==> config.mk <==
export PLATFORM = sky130hd
export DESIGN_NAME = mem_arbiter_flat
export DESIGN_NICKNAME = d
export VERILOG_FILES = /design/src/rtl/mem_arbiter_if.sv /design/src/rtl/mem_arbiter.sv /design/src/flat_wrapper.sv
export SDC_FILE = /design/constraint.sdc
export NUM_CORES = 1
export LEC_CHECK = 0
export ABC_AREA = 0
export CAP_MARGIN = 30
export CORE_MARGIN = 10
export CORE_UTILIZATION = 45
export CTS_CLUSTER_SIZE = 8
export DETAILED_ROUTE_END_ITERATION = 7
export PLACE_DENSITY = 0.86
export SYNTH_ARGS = -nofsm -noshare
export SYNTH_HDL_FRONTEND = slang
export SYNTH_SLANG_ARGS = --single-unit
==> constraint.sdc <==
create_clock -name CLK -period 7.6 [get_ports CLK]
set_input_delay 1.52 -clock CLK [delete_from_list [all_inputs] [get_ports CLK]]
set_output_delay 1.52 -clock CLK [all_outputs]
set_load 0.005 [all_outputs]
==> src/rtl/mem_arbiter_if.sv <==
// Requester, RAM and status signals of the single-port memory arbiter.
// master: datapath/cache side plus RAM model; slave: the arbiter itself.
interface mem_arbiter_if;
  logic        iREN;
  logic [31:0] iaddr;
  logic        ihit;
  logic [31:0] iload;
  logic        dREN;
  logic        dWEN;
  logic [31:0] daddr;
  logic [31:0] dstore;
  logic        dhit;
  logic [31:0] dload;
  logic        ram_REN;
  logic        ram_WEN;
  logic [31:0] ram_addr;
  logic [31:0] ram_store;
  logic        ram_ready;
  logic [31:0] ram_load;
  logic        busy;
  logic        err;
  logic [7:0]  err_count;

  modport master (
    output iREN, iaddr, dREN, dWEN, daddr, dstore, ram_ready, ram_load,
    input  ihit, iload, dhit, dload, ram_REN, ram_WEN, ram_addr, ram_store,
           busy, err, err_count
  );

  modport slave (
    input  iREN, iaddr, dREN, dWEN, daddr, dstore, ram_ready, ram_load,
    output ihit, iload, dhit, dload, ram_REN, ram_WEN, ram_addr, ram_store,
           busy, err, err_count
  );
endinterface

==> src/rtl/mem_arbiter.sv <==
// Shares one RAM port between instruction fetch and data memory.
// Data is preferred, but at most DSTREAK_MAX data grants are made in a row
// while a fetch waits. A watchdog aborts RAM accesses that never complete;
// the aborted request stays held by its requester and is simply retried.
module mem_arbiter #(
  parameter int unsigned DSTREAK_MAX = 4,
  parameter int unsigned TIMEOUT     = 64
) (
  input  logic         CLK,
  input  logic         RST,
  mem_arbiter_if.slave bus
);

  typedef enum logic [1:0] {IDLE, ACCESS, RESP, ABORT} state_t;

  localparam logic [3:0] DMAX = 4'(DSTREAK_MAX);
  localparam logic [7:0] TMO  = 8'(TIMEOUT);

  state_t      state, next_state;
  logic        owner_d;
  logic        op_write;
  logic [31:0] addr_q;
  logic [31:0] store_q;
  logic [31:0] load_q;
  logic [3:0]  streak;
  logic [7:0]  wdog;
  logic [7:0]  err_cnt;
  logic        d_req;
  logic        grant_d;
  logic        grant_i;
  logic        timeout_hit;

  // State register
  always_ff @(posedge CLK or posedge RST) begin
    if (RST) state <= IDLE;
    else     state <= next_state;
  end

  // Grant selection and next-state decode
  always_comb begin
    next_state  = state;
    grant_d     = 1'b0;
    grant_i     = 1'b0;
    d_req       = bus.dREN | bus.dWEN;
    timeout_hit = (TMO != 8'd0) && (wdog == TMO);
    case (state)
      IDLE: begin
        if (d_req && ((streak < DMAX) || !bus.iREN)) begin
          grant_d    = 1'b1;
          next_state = ACCESS;
        end else if (bus.iREN) begin
          grant_i    = 1'b1;
          next_state = ACCESS;
        end
      end
      ACCESS: begin
        // ram_ready wins over a watchdog expiry in the same cycle
        if (bus.ram_ready)    next_state = RESP;
        else if (timeout_hit) next_state = ABORT;
      end
      RESP:    next_state = IDLE;
      ABORT:   next_state = IDLE;
      default: next_state = IDLE;
    endcase
  end

  // Transaction latches, streak, watchdog and abort counter
  always_ff @(posedge CLK or posedge RST) begin
    if (RST) begin
      owner_d  <= 1'b0;
      op_write <= 1'b0;
      addr_q   <= '0;
      store_q  <= '0;
      load_q   <= '0;
      streak   <= '0;
      wdog     <= '0;
      err_cnt  <= '0;
    end else begin
      if (grant_d || grant_i) begin
        owner_d  <= grant_d;
        op_write <= grant_d & bus.dWEN;
        addr_q   <= grant_d ? bus.daddr : bus.iaddr;
        store_q  <= (grant_d && bus.dWEN) ? bus.dstore : '0;
        load_q   <= '0;
        wdog     <= '0;
      end
      if (grant_i)
        streak <= '0;
      else if (grant_d)
        streak <= bus.iREN ? streak + 4'd1 : '0;
      if (state == ACCESS) begin
        if (bus.ram_ready) begin
          if (!op_write) load_q <= bus.ram_load;
        end else begin
          wdog <= wdog + 8'd1;
        end
      end
      if (state == ABORT && err_cnt != 8'hFF)
        err_cnt <= err_cnt + 8'd1;
    end
  end

  // Outputs decode registered state only
  always_comb begin
    bus.ram_REN   = (state == ACCESS) && !op_write;
    bus.ram_WEN   = (state == ACCESS) && op_write;
    bus.ram_addr  = (state == ACCESS) ? addr_q : '0;
    bus.ram_store = ((state == ACCESS) && op_write) ? store_q : '0;
    bus.ihit      = (state == RESP) && !owner_d;
    bus.dhit      = (state == RESP) && owner_d;
    bus.iload     = ((state == RESP) && !owner_d) ? load_q : '0;
    bus.dload     = ((state == RESP) && owner_d && !op_write) ? load_q : '0;
    bus.err       = (state == ABORT);
    bus.busy      = (state != IDLE);
    bus.err_count = err_cnt;
  end

endmodule
==> src/flat_wrapper.sv <==
// flat-port wrapper written by rule: the top's interface ports become plain ports
module mem_arbiter_flat 
#(
  parameter int unsigned DSTREAK_MAX = 4,
  parameter int unsigned TIMEOUT     = 64
)
  (CLK, RST, bus_iREN, bus_iaddr, bus_dREN, bus_dWEN, bus_daddr, bus_dstore, bus_ram_ready, bus_ram_load, bus_ihit, bus_iload, bus_dhit, bus_dload, bus_ram_REN, bus_ram_WEN, bus_ram_addr, bus_ram_store, bus_busy, bus_err, bus_err_count);
  mem_arbiter_if bus_i ();
  input  logic CLK;
  input  logic RST;
  input wire logic [$bits(bus_i.iREN)-1:0] bus_iREN;
  input wire logic [$bits(bus_i.iaddr)-1:0] bus_iaddr;
  input wire logic [$bits(bus_i.dREN)-1:0] bus_dREN;
  input wire logic [$bits(bus_i.dWEN)-1:0] bus_dWEN;
  input wire logic [$bits(bus_i.daddr)-1:0] bus_daddr;
  input wire logic [$bits(bus_i.dstore)-1:0] bus_dstore;
  input wire logic [$bits(bus_i.ram_ready)-1:0] bus_ram_ready;
  input wire logic [$bits(bus_i.ram_load)-1:0] bus_ram_load;
  output wire logic [$bits(bus_i.ihit)-1:0] bus_ihit;
  output wire logic [$bits(bus_i.iload)-1:0] bus_iload;
  output wire logic [$bits(bus_i.dhit)-1:0] bus_dhit;
  output wire logic [$bits(bus_i.dload)-1:0] bus_dload;
  output wire logic [$bits(bus_i.ram_REN)-1:0] bus_ram_REN;
  output wire logic [$bits(bus_i.ram_WEN)-1:0] bus_ram_WEN;
  output wire logic [$bits(bus_i.ram_addr)-1:0] bus_ram_addr;
  output wire logic [$bits(bus_i.ram_store)-1:0] bus_ram_store;
  output wire logic [$bits(bus_i.busy)-1:0] bus_busy;
  output wire logic [$bits(bus_i.err)-1:0] bus_err;
  output wire logic [$bits(bus_i.err_count)-1:0] bus_err_count;
  assign bus_i.iREN = bus_iREN;
  assign bus_i.iaddr = bus_iaddr;
  assign bus_i.dREN = bus_dREN;
  assign bus_i.dWEN = bus_dWEN;
  assign bus_i.daddr = bus_daddr;
  assign bus_i.dstore = bus_dstore;
  assign bus_i.ram_ready = bus_ram_ready;
  assign bus_i.ram_load = bus_ram_load;
  assign bus_ihit = bus_i.ihit;
  assign bus_iload = bus_i.iload;
  assign bus_dhit = bus_i.dhit;
  assign bus_dload = bus_i.dload;
  assign bus_ram_REN = bus_i.ram_REN;
  assign bus_ram_WEN = bus_i.ram_WEN;
  assign bus_ram_addr = bus_i.ram_addr;
  assign bus_ram_store = bus_i.ram_store;
  assign bus_busy = bus_i.busy;
  assign bus_err = bus_i.err;
  assign bus_err_count = bus_i.err_count;
  mem_arbiter #(.DSTREAK_MAX(DSTREAK_MAX), .TIMEOUT(TIMEOUT)) u_core (.CLK(CLK), .RST(RST), .bus(bus_i));
endmodule
# --- Yosys cells after proc, flatten, opt, wreduce, memory -nomap -nowiden ---
# Cells that the tools add are included.
totals:
  word_cells: 66
  output_inout_bits: 142
  regBits: 120
op_classes:
  eq_ne: 7
  n_mux: 26
  n_lt_le_gt_ge: 1
  bitwise_logic: 2
  addsub: 3
  n_reduce_logical: 18
ops:
  columns: ["cell", "count"]
  rows:
  - ["two-way mux 32 bit", 10]
  - ["two-way mux 8 bit", 3]
  - ["adder 8 x 1 -> 8 bit, second input constant", 2]
  - ["two-way mux 4 bit", 3]
  - ["== test 8 x 7 -> 1 bit, second input constant", 1]
  - ["logical AND 1 bit", 8]
  - ["two-way mux 2 bit", 4]
  - ["!= test 8 bit, second input constant", 1]
  - ["!= test 3 x 2 -> 1 bit, second input constant", 2]
  - ["case mux 2 bit (3 select lines)", 1]
  - ["two-way mux 1 bit", 5]
  - ["adder 4 x 1 -> 4 bit, second input constant", 1]
  - ["== test 2 bit, second input constant", 2]
  - ["less-than comparator 4 x 3 -> 1 bit, second input constant", 1]
  - ["nonzero test 2 bit", 2]
  - ["logical NOT 1 bit", 3]
  - ["== test 2 x 1 -> 1 bit, second input constant", 1]
  - ["logical NOT 2 bit", 1]
  - ["logical OR 1 bit", 2]
  - ["AND reduction 2 bit", 1]
  - ["OR reduction 2 bit", 1]
  - ["bitwise AND 1 bit", 1]
  - ["OR 1 bit", 1]

# --- Logic depth before layout (Yosys ltp) ---
# Gate-level depths: netlist (run 1).
logic_depth:
  ltp_word: 10
  depth_mapped: 7

# --- Worst setup path before layout (run 1) ---
# OpenSTA, ideal clock, no wires.
synth_timing:
  kind: "register to output"
  start: "register u_core.state[0]"
  end: "output bus_dload[10]"
  path_stages_with_launch: 6
  setup_slack_ns: 4.765
  path_buffers: 2
  t_arrival_ns: 1.315
  path_cell_list: "dfrtp_1 buf_4 and3b_1 nor2b_1 clkbuf_1 and2_1"
synth_between:
  elab_chain_cells: 4
synth_rtl:
  columns: ["item", "line_no", "source"]
  rows:
  - ["start, declared", "mem_arbiter.sv:19", "state_t state, next_state;"]
  - ["start signal, assigned", "mem_arbiter.sv:36", "else state <= next_state;"]
  - ["== test 2 bit", null, null]
  - ["logical AND 1 bit", null, null]
  - ["via bus_dhit", "flat_wrapper.sv:21", "output wire logic [$bits(bus_i.dhit)-1:0] bus_dhit;"]
  - ["logical AND 1 bit", "mem_arbiter.sv:112", "bus.dload = ((state == RESP) && owner_d && !op_write) ? load_q : '0;"]
  - ["two-way mux 32 bit", "mem_arbiter.sv:112", null]
  - ["end, declared", "flat_wrapper.sv:22", "output wire logic [$bits(bus_i.dload)-1:0] bus_dload;"]
# The timed path passes the listed nets, and every way through them passes these cells.

# --- Worst setup path in the final report (run 1) ---
layout_timing:
  start: "register u_core.op_write"
  end: "output bus_dload[18]"
layout_between:
  elab_chain_cells: 3
layout_rtl:
  columns: ["item", "line_no", "source"]
  rows:
  - ["start, declared", "mem_arbiter.sv:21", "logic op_write;"]
  - ["start signal, assigned", "mem_arbiter.sv:81", "op_write <= grant_d & bus.dWEN;"]
  - ["logical NOT 1 bit", null, null]
  - ["logical AND 1 bit", "mem_arbiter.sv:112", null]
  - ["two-way mux 32 bit", "mem_arbiter.sv:112", null]
# No other way between the ends.

==> impl_metrics.env, run 1 <==
export IMPL_vias=5914
export IMPL_start_util_pct=45.83
export IMPL_fin_setup_tns_ps=0
export IMPL_min_path_type="reg2reg"
export IMPL_path_max_fanout=37
export IMPL_post_cts_buffers=0
export IMPL_h_tree_depth=4
export IMPL_drc=0
export IMPL_fp_dieW_um=135.9
export IMPL_dieArea_mm2=0.01847
export IMPL_ys_types=49
export IMPL_r2r_slack_ps=5240
export IMPL_hold_path_depth=1
export IMPL_ys_ff_latch=120
export IMPL_startpoint_type="flop"
export IMPL_ys_seq_area_share_pct=49.68
export IMPL_timing_hold_violations_final=0
export IMPL_track_usage_pct=21.92
export IMPL_fin_worst_skew_ps=7.752
export IMPL_final_cells=1032
export IMPL_setup_viol=0
export IMPL_cts_made_buffers=17
export IMPL_synth_fp_nets=737
export IMPL_r2r_end="u_core.addr_q[29]"
export IMPL_crit_path_max_incr_delay_ps=760
export IMPL_hpwl_um=15830
export IMPL_first_iter_violations=290
export IMPL_slew_headroom_pct=33.03
export IMPL_drive_above_1_share_pct=6.425
export IMPL_via_per_inst=5.731
export IMPL_synth_ff_type="dfrtp_1"
export IMPL_core_area_mm2=0.01319
export IMPL_netlist_area_mm2=0.006045
export IMPL_numClockSinks=120
export IMPL_arrival_ps=2630
export IMPL_syn_avg_cell_area_um2=10.09
export IMPL_worstSkewPairLatency_ps=410
export IMPL_cp_top_family="buffers and inverters"
export IMPL_synth_warnings=0
export IMPL_grt_pass1_wl_um=32170
export IMPL_place_ws_ps=3839
export IMPL_slowest_stage="dfrtp_1"
export IMPL_fin_util_pct=72.62
export IMPL_cts_tree="yes"
export IMPL_io_pins=276
export IMPL_ff2ff_path_depth=6
export IMPL_tightest_slew_ps=1005
export IMPL_rows=42
export IMPL_syn2layout_area_growth_pct=58.48
export IMPL_p_leak_nw=4.088
export IMPL_whs_endpoint="u_core.wdog[7]"
export IMPL_status="finished, final reports clean"
export IMPL_wl_um=21350
export IMPL_fp_dieH_um=135.9
export IMPL_whs_ps=487.6
export IMPL_fin_nets=982
export IMPL_max_vdd_ir_drop_mv=0.1696
export IMPL_async_flop_share_pct=100.0
export IMPL_synth_cells=599
export IMPL_grt_start_max_net_pins=78
export IMPL_crit_chain="nor2b_1 -> buf_4 -> and2_1 -> clkdlybuf4s50_1"
export IMPL_fillers=902
export IMPL_timing_final_ws_setup_ps=3451
export IMPL_rsz0062_at_grt="false"
export IMPL_cts_root_buf="clkbuf_16"
export IMPL_hold_start="u_core.wdog[7]"
export IMPL_max_freq_mhz=241.0
export IMPL_max_cap_violations=0
export IMPL_power_density_mw_per_mm2=337.9
export IMPL_finalMaxSlewViolations=0
export IMPL_path_class="reg2out"
export IMPL_required_ps=6080
export IMPL_ant_nets=0
export IMPL_synth_edf_count=0
export IMPL_path_clk_slew_ps=50
export IMPL_r2r_start="u_core.state[1]"
export IMPL_fin_crit_sh_pct=54.59
export IMPL_gp_congestion=0.8290
export IMPL_path_buf_inv=2
export IMPL_clockBufferDepth=2
export IMPL_ctsHoldBuffers=0
export IMPL_wl_per_cell_um=20.69
export IMPL_port_buffers=275
export IMPL_antenna_found_initial=0
export IMPL_grt_ovfl_total=0
export IMPL_grt_pass1_vias=5940
export IMPL_min_period_ps=4149
export IMPL_first_pass_iters=5
export IMPL_cp_end_kind="output port"
export IMPL_dp_cells=1000
export IMPL_cts_resized=0
export IMPL_diodes=0
==> cell usage after synthesis (2+ instances only) <==
library cell | n | area [um2]
clkbuf_1 | 45 | 168.9
nand2b_1 | 2 | 12.51
and2_1 | 100 | 625.6
nor2b_1 | 4 | 25.02
mux2_1 | 2 | 22.52
o21ai_1 | 3 | 15.01
inv_1 | 6 | 22.52
nor2_1 | 3 | 11.26
nor3b_1 | 2 | 15.01
o31ai_1 | 35 | 262.8
o221ai_1 | 2 | 17.52
o211ai_1 | 2 | 15.01
nor3_1 | 3 | 15.01
nand3_1 | 37 | 185.2
mux2i_1 | 2 | 20.02
buf_2 | 16 | 80.08
a211oi_1 | 2 | 15.01
a21o_1 | 2 | 15.01
and3_1 | 34 | 212.7
dfrtp_1 | 120 | 3003
ha_1 | 4 | 50.05
or3_1 | 2 | 12.51
nand2_1 | 5 | 18.77
a21oi_1 | 35 | 175.2
a32o_1 | 2 | 20.02
o21ai_0 | 4 | 20.02
xnor2_1 | 3 | 26.28
a22o_1 | 64 | 560.5
a31oi_1 | 34 | 212.7
nand4_1 | 5 | 31.28
==> state kept, by name (all words and copies together) (netlist names) <==
name                  count
u_core.state              2
u_core.bus.err_count      8
u_core.load_q            32
u_core.store_q           32
u_core.owner_d            1
u_core.addr_q            32
u_core.streak             4
u_core.wdog               8
u_core.op_write           1
==> where the power goes <==
group	switching (mW)	internal [mW]	leakage, nW	total (mW)
clock	0.275	0.585	0.310	0.859
sequential	0.204	0.890	1.50	1.09
combinational	0.606	0.677	2.27	1.28
==> worst max path at each step <==
stage | from | end | slack [ps] | depth (start not counted)
6_report | u_core.op_write | bus_dload[18] | 3450 | 4
5_1_grt | u_core.op_write | bus_dload[18] | 3250 | 4
4_1_cts | u_core.op_write | bus_dload[18] | 3400 | 4
3_5_place_dp | u_core.op_write | bus_dload[18] | 3840 | 4
3_3_place_gp | bus_iREN | u_core.store_q[20] | 3840 | 5
2_1_floorplan | RST | u_core.addr_q[0] | 2890 | 1
==> cells by family after synthesis <==
| logic type | after synthesis | synth area share [%] |
|---|---|---|
| and+or+nand+nor | 208 | 20.80 |
| adders and majority gates | 4 | 0.8280 |
| muxes | 4 | 0.7038 |
| buffers and inverters | 70 | 4.864 |
| AOI/OAI and AO/OA | 189 | 22.54 |
| xor gates and xnor gates | 4 | 0.5797 |
| DFF | 120 | 49.68 |
==> cell usage in the layout, fill, tap and decap left out, types with 4 or more instances in the layout <==
cell type        instances
buf_4                   10
o21ai_0                  4
o31ai_1                 35
nand2_1                  5
bufinv_16                5
a22o_1                  64
ha_1                     4
nand3_1                 37
and2_1                 100
dfrtp_1                120
clkinv_2                 5
nand4_1                  5
clkbuf_16               17
clkdlybuf4s50_1        275
a31oi_1                 34
inv_1                    5
a21oi_1                 35
and3_1                  34
==> layout make-up <==
| class | instances | area (um2) | share of cell area, % |
|---|---|---|---|
| Clock inverter | 10 | 175.2 | 1.829 |
| Inverter | 7 | 28.78 | 0.3004 |
| Multi-Input combinational cell | 409 | 2784 | 29.06 |
| Clock buffer | 21 | 450.4 | 4.702 |
| Timing Repair Buffer | 289 | 2918 | 30.46 |
| Sequential cell | 120 | 3003 | 31.35 |
| Tap cell | 176 | 220.2 | 2.299 |
==> per-layer routing <==
metal / wire (um) / global-route usage [%] / vias up
met5: 0 / 0 / -
met4: 539 / 8.225 / 0
met3: 2242 / 8.007 / 40
met2: 10480 / 38.28 / 318
met1: 8090 / 23.79 / 2860
li1: - / - / 2696
==> per-stage QoR <==
step                power (mW)  instance area (um2)
floorplan                1.741                 6045
global placement         2.293                 8864
detailed placement       2.379                 8926
CTS                      3.255                 9552
global route             3.428                 9579
finish                   3.237                 9579
No activity file was read; power rests on OpenSTA's default activity.
==> inputs of run 2 (changes only) <==
CORE_UTILIZATION = 42   (was 45)
PLACE_DENSITY = 0.81   (was 0.86)
clock period = 4 ns   (was 7.6 ns; I/O delays follow)
==> impl_metrics.env, run 2 (same netlist as run 1, synthesis figures left out) <==
export IMPL_status="finished, final reports clean"
export IMPL_grt_start_max_net_pins=68
export IMPL_fin_worst_skew_ps=9.035
export IMPL_clockBufferDepth=2
export IMPL_gp_congestion=0.9033
export IMPL_path_clk_slew_ps=50
export IMPL_grt_pass1_vias=6131
export IMPL_grt_util_met1_pct=25.25
export IMPL_setup_viol=0
export IMPL_cts_root_buf="clkbuf_16"
export IMPL_fin_setup_tns_ps=0
export IMPL_max_cap_violations=0
export IMPL_path_max_fanout=67
export IMPL_cts_tree="yes"
export IMPL_timing_hold_violations_final=0
export IMPL_final_common_cell="clkdlybuf4s50_1"
export IMPL_core_area_mm2=0.01399
export IMPL_cts_resized=0
export IMPL_cts_made_buffers=17
export IMPL_hpwl_um=16000
export IMPL_drive_above_1_share_pct=6.643
export IMPL_slew_headroom_pct=31.39
export IMPL_grt_ovfl_total=0
export IMPL_ant_nets=0
export IMPL_first_pass_iters=5
export IMPL_grt_busiest_layer="met2"
export IMPL_cp_end_kind="output port"
export IMPL_slowest_stage="dfrtp_1"
export IMPL_required_ps=3200
export IMPL_diodes=0
export IMPL_arrival_ps=2450
export IMPL_largestRegisters="u_core.addr_q: 32 flops, u_core.load_q: 32 flops, u_core.store_q: 32 flops"
export IMPL_port_buffers=275
export IMPL_io_pins=276
export IMPL_use_met2_pct=34.32
export IMPL_min_period_ps=3253
export IMPL_track_usage_pct=21.43
export IMPL_fin_nets=983
export IMPL_rows=43
export IMPL_final_cells=1038
export IMPL_dp_cells=1006
export IMPL_grt_pass1_wl_um=34320
export IMPL_power_density_mw_per_mm2=635.5
export IMPL_dieArea_mm2=0.01959
export IMPL_start_util_pct=43.21
export IMPL_wl_per_cell_um=20.71
export IMPL_wl_um=21500
export IMPL_finalMaxSlewViolations=0
export IMPL_max_freq_mhz=307.4
export IMPL_first_iter_violations=376
export IMPL_min_path_type="reg2reg"
export IMPL_crit_path_max_incr_delay_ps=530
export IMPL_drc=0
export IMPL_fp_dieW_um=140.0
export IMPL_path_class="reg2out"
export IMPL_tightest_slew_ps=1021
export IMPL_numClockSinks=120
export IMPL_layout_common_cells="clkdlybuf4s50_1 (275), dfrtp_1 (120), and2_1 (100), a22o_1 (64), nand3_1 (37)"
export IMPL_crit_chain="nor2b_4 -> buf_4 -> and3_1 -> clkdlybuf4s50_1"
export IMPL_rsz0062_at_grt="false"
export IMPL_p_leak_nw=4.063
export IMPL_worstSkewPairLatency_ps=410
export IMPL_syn2layout_area_growth_pct=57.42
export IMPL_ctsHoldBuffers=0
export IMPL_fp_dieH_um=140.0
export IMPL_via_per_inst=5.660
export IMPL_post_cts_buffers=0
export IMPL_fin_crit_sh_pct=81.32
export IMPL_h_tree_depth=4
export IMPL_startpoint_type="flop"
export IMPL_max_vdd_ir_drop_mv=0.3661
export IMPL_antenna_found_initial=0
export IMPL_met3_usage_pct=8.418
export IMPL_vias=5875
[run 2: cell count changes in the layout (fill, tap and decap cells not counted), sizes merged]
cell      previous run  this run
clkinvlp             0         1
bufinv               5         3
clkbuf              21        24
buf                 14        15
clkinv               5         4
[run 2: report_power, final]
| part | switching (mW) | leakage [nW] | total, mW | internal (mW) |
|---|---|---|---|---|
| sequential | 0.387 | 1.50 | 2.08 | 1.69 |
| combinational | 1.15 | 2.26 | 2.41 | 1.26 |
| clock | 0.521 | 0.300 | 1.56 | 1.04 |
| total | 2.05 | 4.06 | 6.05 | 3.99 |
[run 2: metrics by stage]
stage / power [mW] / utilization, % / cell area, um2 / setup slack (ps) / hold slack (ps)
2_1_floorplan: 3.309 / - / 6045 / 14.18 / 443.4
3_3_place_gp: 4.402 / 63.67 / 8906 / 1090 / 463.6
3_5_place_dp: 4.493 / 63.67 / 8906 / 984.6 / 473.7
4_1_cts: 6.088 / 68.02 / 9515 / 742.1 / 482.0
5_1_grt: 6.429 / 68.02 / 9515 / 581.7 / 494.0
6_report: 6.047 / 68.02 / 9515 / 747.4 / 488.7
[run 2: critical path: cells and delay by family, from the launching register on]
kind	cells	cell delay [ps]
buf+inv	2	990
flops	1	530
simple gates	2	470
[run 2: final cells by class]
type / count / area (um2)
tap: 180 / 225.2
inverter: 7 / 28.78
multi-input combinational: 409 / 2784
clock inverter: 8 / 117.6
clock buffer: 24 / 491.7
fill: 1056 / 4473
sequential: 120 / 3003
timing repair buffer: 290 / 2865
[run 2: worst paths after layout]
path                                 startpoint                 end  slack [ps]  depth (start not counted)
worst min register to register   u_core.wdog[7]      u_core.wdog[7]         490                          1
min in group asynchronous                   RST   u_core.load_q[19]         900                          2
worst min-delay path             u_core.wdog[7]      u_core.wdog[7]         490                          1
worst max-delay path            u_core.state[0]    bus_ram_store[5]         750                          4
max in group asynchronous                   RST    u_core.load_q[2]        2260                          3
worst max register to register  u_core.state[1]  u_core.store_q[10]        1880                          4
[run 2: routing by layer]
layer / vias up / wire (um)
li1: 2701 / -
met1: 2824 / 8612
met2: 316 / 10220
met3: 34 / 2115
met4: 0 / 551
met5: - / 0
==> inputs of run 3 (changes only) <==
CORE_UTILIZATION = 38   (was 42)
PLACE_DENSITY = 0.77   (was 0.81)
clock period = 2.7 ns   (was 4 ns; I/O delays follow)
==> impl_metrics.env, run 3 (same netlist as run 1, synthesis figures left out) <==
export IMPL_status="finished, final reports clean"
export IMPL_dp_cells=1048
export IMPL_antenna_found_initial=0
export IMPL_cts_root_buf="clkbuf_16"
export IMPL_h_tree_depth=4
export IMPL_drive_above_1_share_pct=8.304
export IMPL_ant_nets=0
export IMPL_p_leak_nw=4.652
export IMPL_r2r_end="u_core.addr_q[0]"
export IMPL_wl_per_cell_um=20.14
export IMPL_final_cells=1083
export IMPL_io_pins=276
export IMPL_fp_dieW_um=146.1
export IMPL_startpoint_type="flop"
export IMPL_max_freq_mhz=378.1
export IMPL_slew_headroom_pct=57.58
export IMPL_numClockSinks=120
export IMPL_fin_setup_tns_ps=0
export IMPL_finalMaxSlewViolations=0
export IMPL_start_util_pct=38.47
export IMPL_syn2layout_area_growth_pct=63.78
export IMPL_arrival_ps=2100
export IMPL_ff2ff_path_depth=7
export IMPL_layout_common_cells="clkdlybuf4s50_1 (249), dfrtp_1 (119), and2_1 (100), a22o_1 (64), nand3_1 (37)"
export IMPL_p_total_mw=9.415
export IMPL_grt_pass1_wl_um=33400
export IMPL_wl_um=21810
export IMPL_r2r_slack_ps=630
export IMPL_cp_end_kind="output port"
export IMPL_first_iter_violations=260
export IMPL_diodes=0
export IMPL_grt_ovfl_total=0
export IMPL_fin_nets=992
export IMPL_stdcell_area_mm2=0.009899
export IMPL_fin_worst_skew_ps=7.549
export IMPL_vias=5819
export IMPL_path_clk_slew_ps=50
export IMPL_grt_start_max_net_pins=68
export IMPL_power_density_mw_per_mm2=951.1
export IMPL_first_pass_iters=5
export IMPL_fin_crit_sh_pct=97.96
export IMPL_cts_tree="yes"
export IMPL_multi_input_area_mm2=0.002799
export IMPL_place_ws_ps=360.4
export IMPL_tightest_slew_ps=636.3
export IMPL_timing_hold_violations_final=0
export IMPL_min_path_type="reg2reg"
export IMPL_port_buffers=275
export IMPL_final_common_cell="clkdlybuf4s50_1"
export IMPL_via_per_inst=5.373
export IMPL_register_area_mm2=0.003004
export IMPL_r2r_start="u_core.state[1]"
export IMPL_track_usage_pct=19.44
export IMPL_drc=0
export IMPL_fillers=1288
export IMPL_worstSkewPairLatency_ps=420
export IMPL_timing_final_ws_setup_ps=55.08
export IMPL_path_max_fanout=16
export IMPL_setup_viol=0
export IMPL_gp_congestion=0.8605
export IMPL_largestRegisters="u_core.addr_q: 32 flops, u_core.load_q: 32 flops, u_core.store_q: 32 flops"
export IMPL_place_area_mm2=0.009085
export IMPL_clockBufferDepth=2
export IMPL_fp_dieH_um=146.1
export IMPL_min_period_ps=2645
export IMPL_endpoint="bus_dload[17]"
export IMPL_required_ps=2160
export IMPL_hpwl_um=15580
export IMPL_path_class="reg2out"
export IMPL_max_vdd_ir_drop_mv=0.6247
export IMPL_rows=46
export IMPL_grt_pass1_vias=5881
export IMPL_rsz0062_at_grt="true"
export IMPL_dieArea_mm2=0.02135
export IMPL_max_cap_violations=0
export IMPL_cts_made_buffers=17
export IMPL_startpoint="u_core.state[0]"
export IMPL_core_area_mm2=0.01571
export IMPL_ctsHoldBuffers=0
-- run 3: repair_timing --
item                                    in CTS  in global routing
pin swaps                                    0                  1
buffers inserted                             0                  1
gates cloned                                 0                  2
resized for setup                            4                 37
endpoints found under the setup margin      64                 64
-- run 3: worst min-delay path by stage --
stage | from | endpoint | slack, ps | cells after the start
3_5_place_dp | u_core.wdog[7] | u_core.wdog[7] | 470 | 1
3_3_place_gp | u_core.wdog[7] | u_core.wdog[7] | 460 | 1
4_1_cts | u_core.wdog[7] | u_core.wdog[7] | 470 | 1
6_report | u_core.wdog[7] | u_core.wdog[7] | 470 | 1
2_1_floorplan | u_core.wdog[7] | u_core.wdog[7] | 440 | 1
5_1_grt | u_core.wdog[7] | u_core.wdog[7] | 490 | 1
-- run 3: per-layer routing --
| layer | GRT usage [%] | share of wire [%] | up-vias |
|---|---|---|---|
| met1 | 22.92 | 41 | 2782 |
| li1 | - | - | 2722 |
| met4 | 6.907 | 2.4 | 0 |
| met2 | 29.98 | 45 | 285 |
| met5 | 0 | 0 | - |
| met3 | 9.703 | 11 | 30 |
-- run 3: report_power, final --
part | switching [mW] | internal (mW) | leakage (nW)
clock network | 0.862 | 1.67 | 0.317
logic | 1.83 | 2.04 | 2.83
registers | 0.506 | 2.51 | 1.50
total | 3.20 | 6.21 | 4.65
-- run 3: critical path, stage by stage, from the launching register on --
cell and delay [ps]:
dfrtp_1 400, and3b_2 250, nor2b_4 200, buf_8 170, and2_1 150, clkdlybuf4s50_1 520
-- run 3: stage by stage --
step / util (%) / hold WS (ps)
after global placement: 57.82 / 460.9
after CTS: 62.13 / 473.8
after floorplan: - / 443.4
final: 63.00 / 466.8
after global routing: 63.00 / 493.6
after detailed placement: 57.82 / 466.6
-- run 3: layout make-up --
class | count | area share (%)
clock buffers | 18 | 4.436
clock inverters | 14 | 2.250
inverters | 7 | 0.3033
multi-input cells | 409 | 28.27
flip-flops and latches | 120 | 30.35
well taps | 216 | 2.730
repair buffers | 299 | 31.66
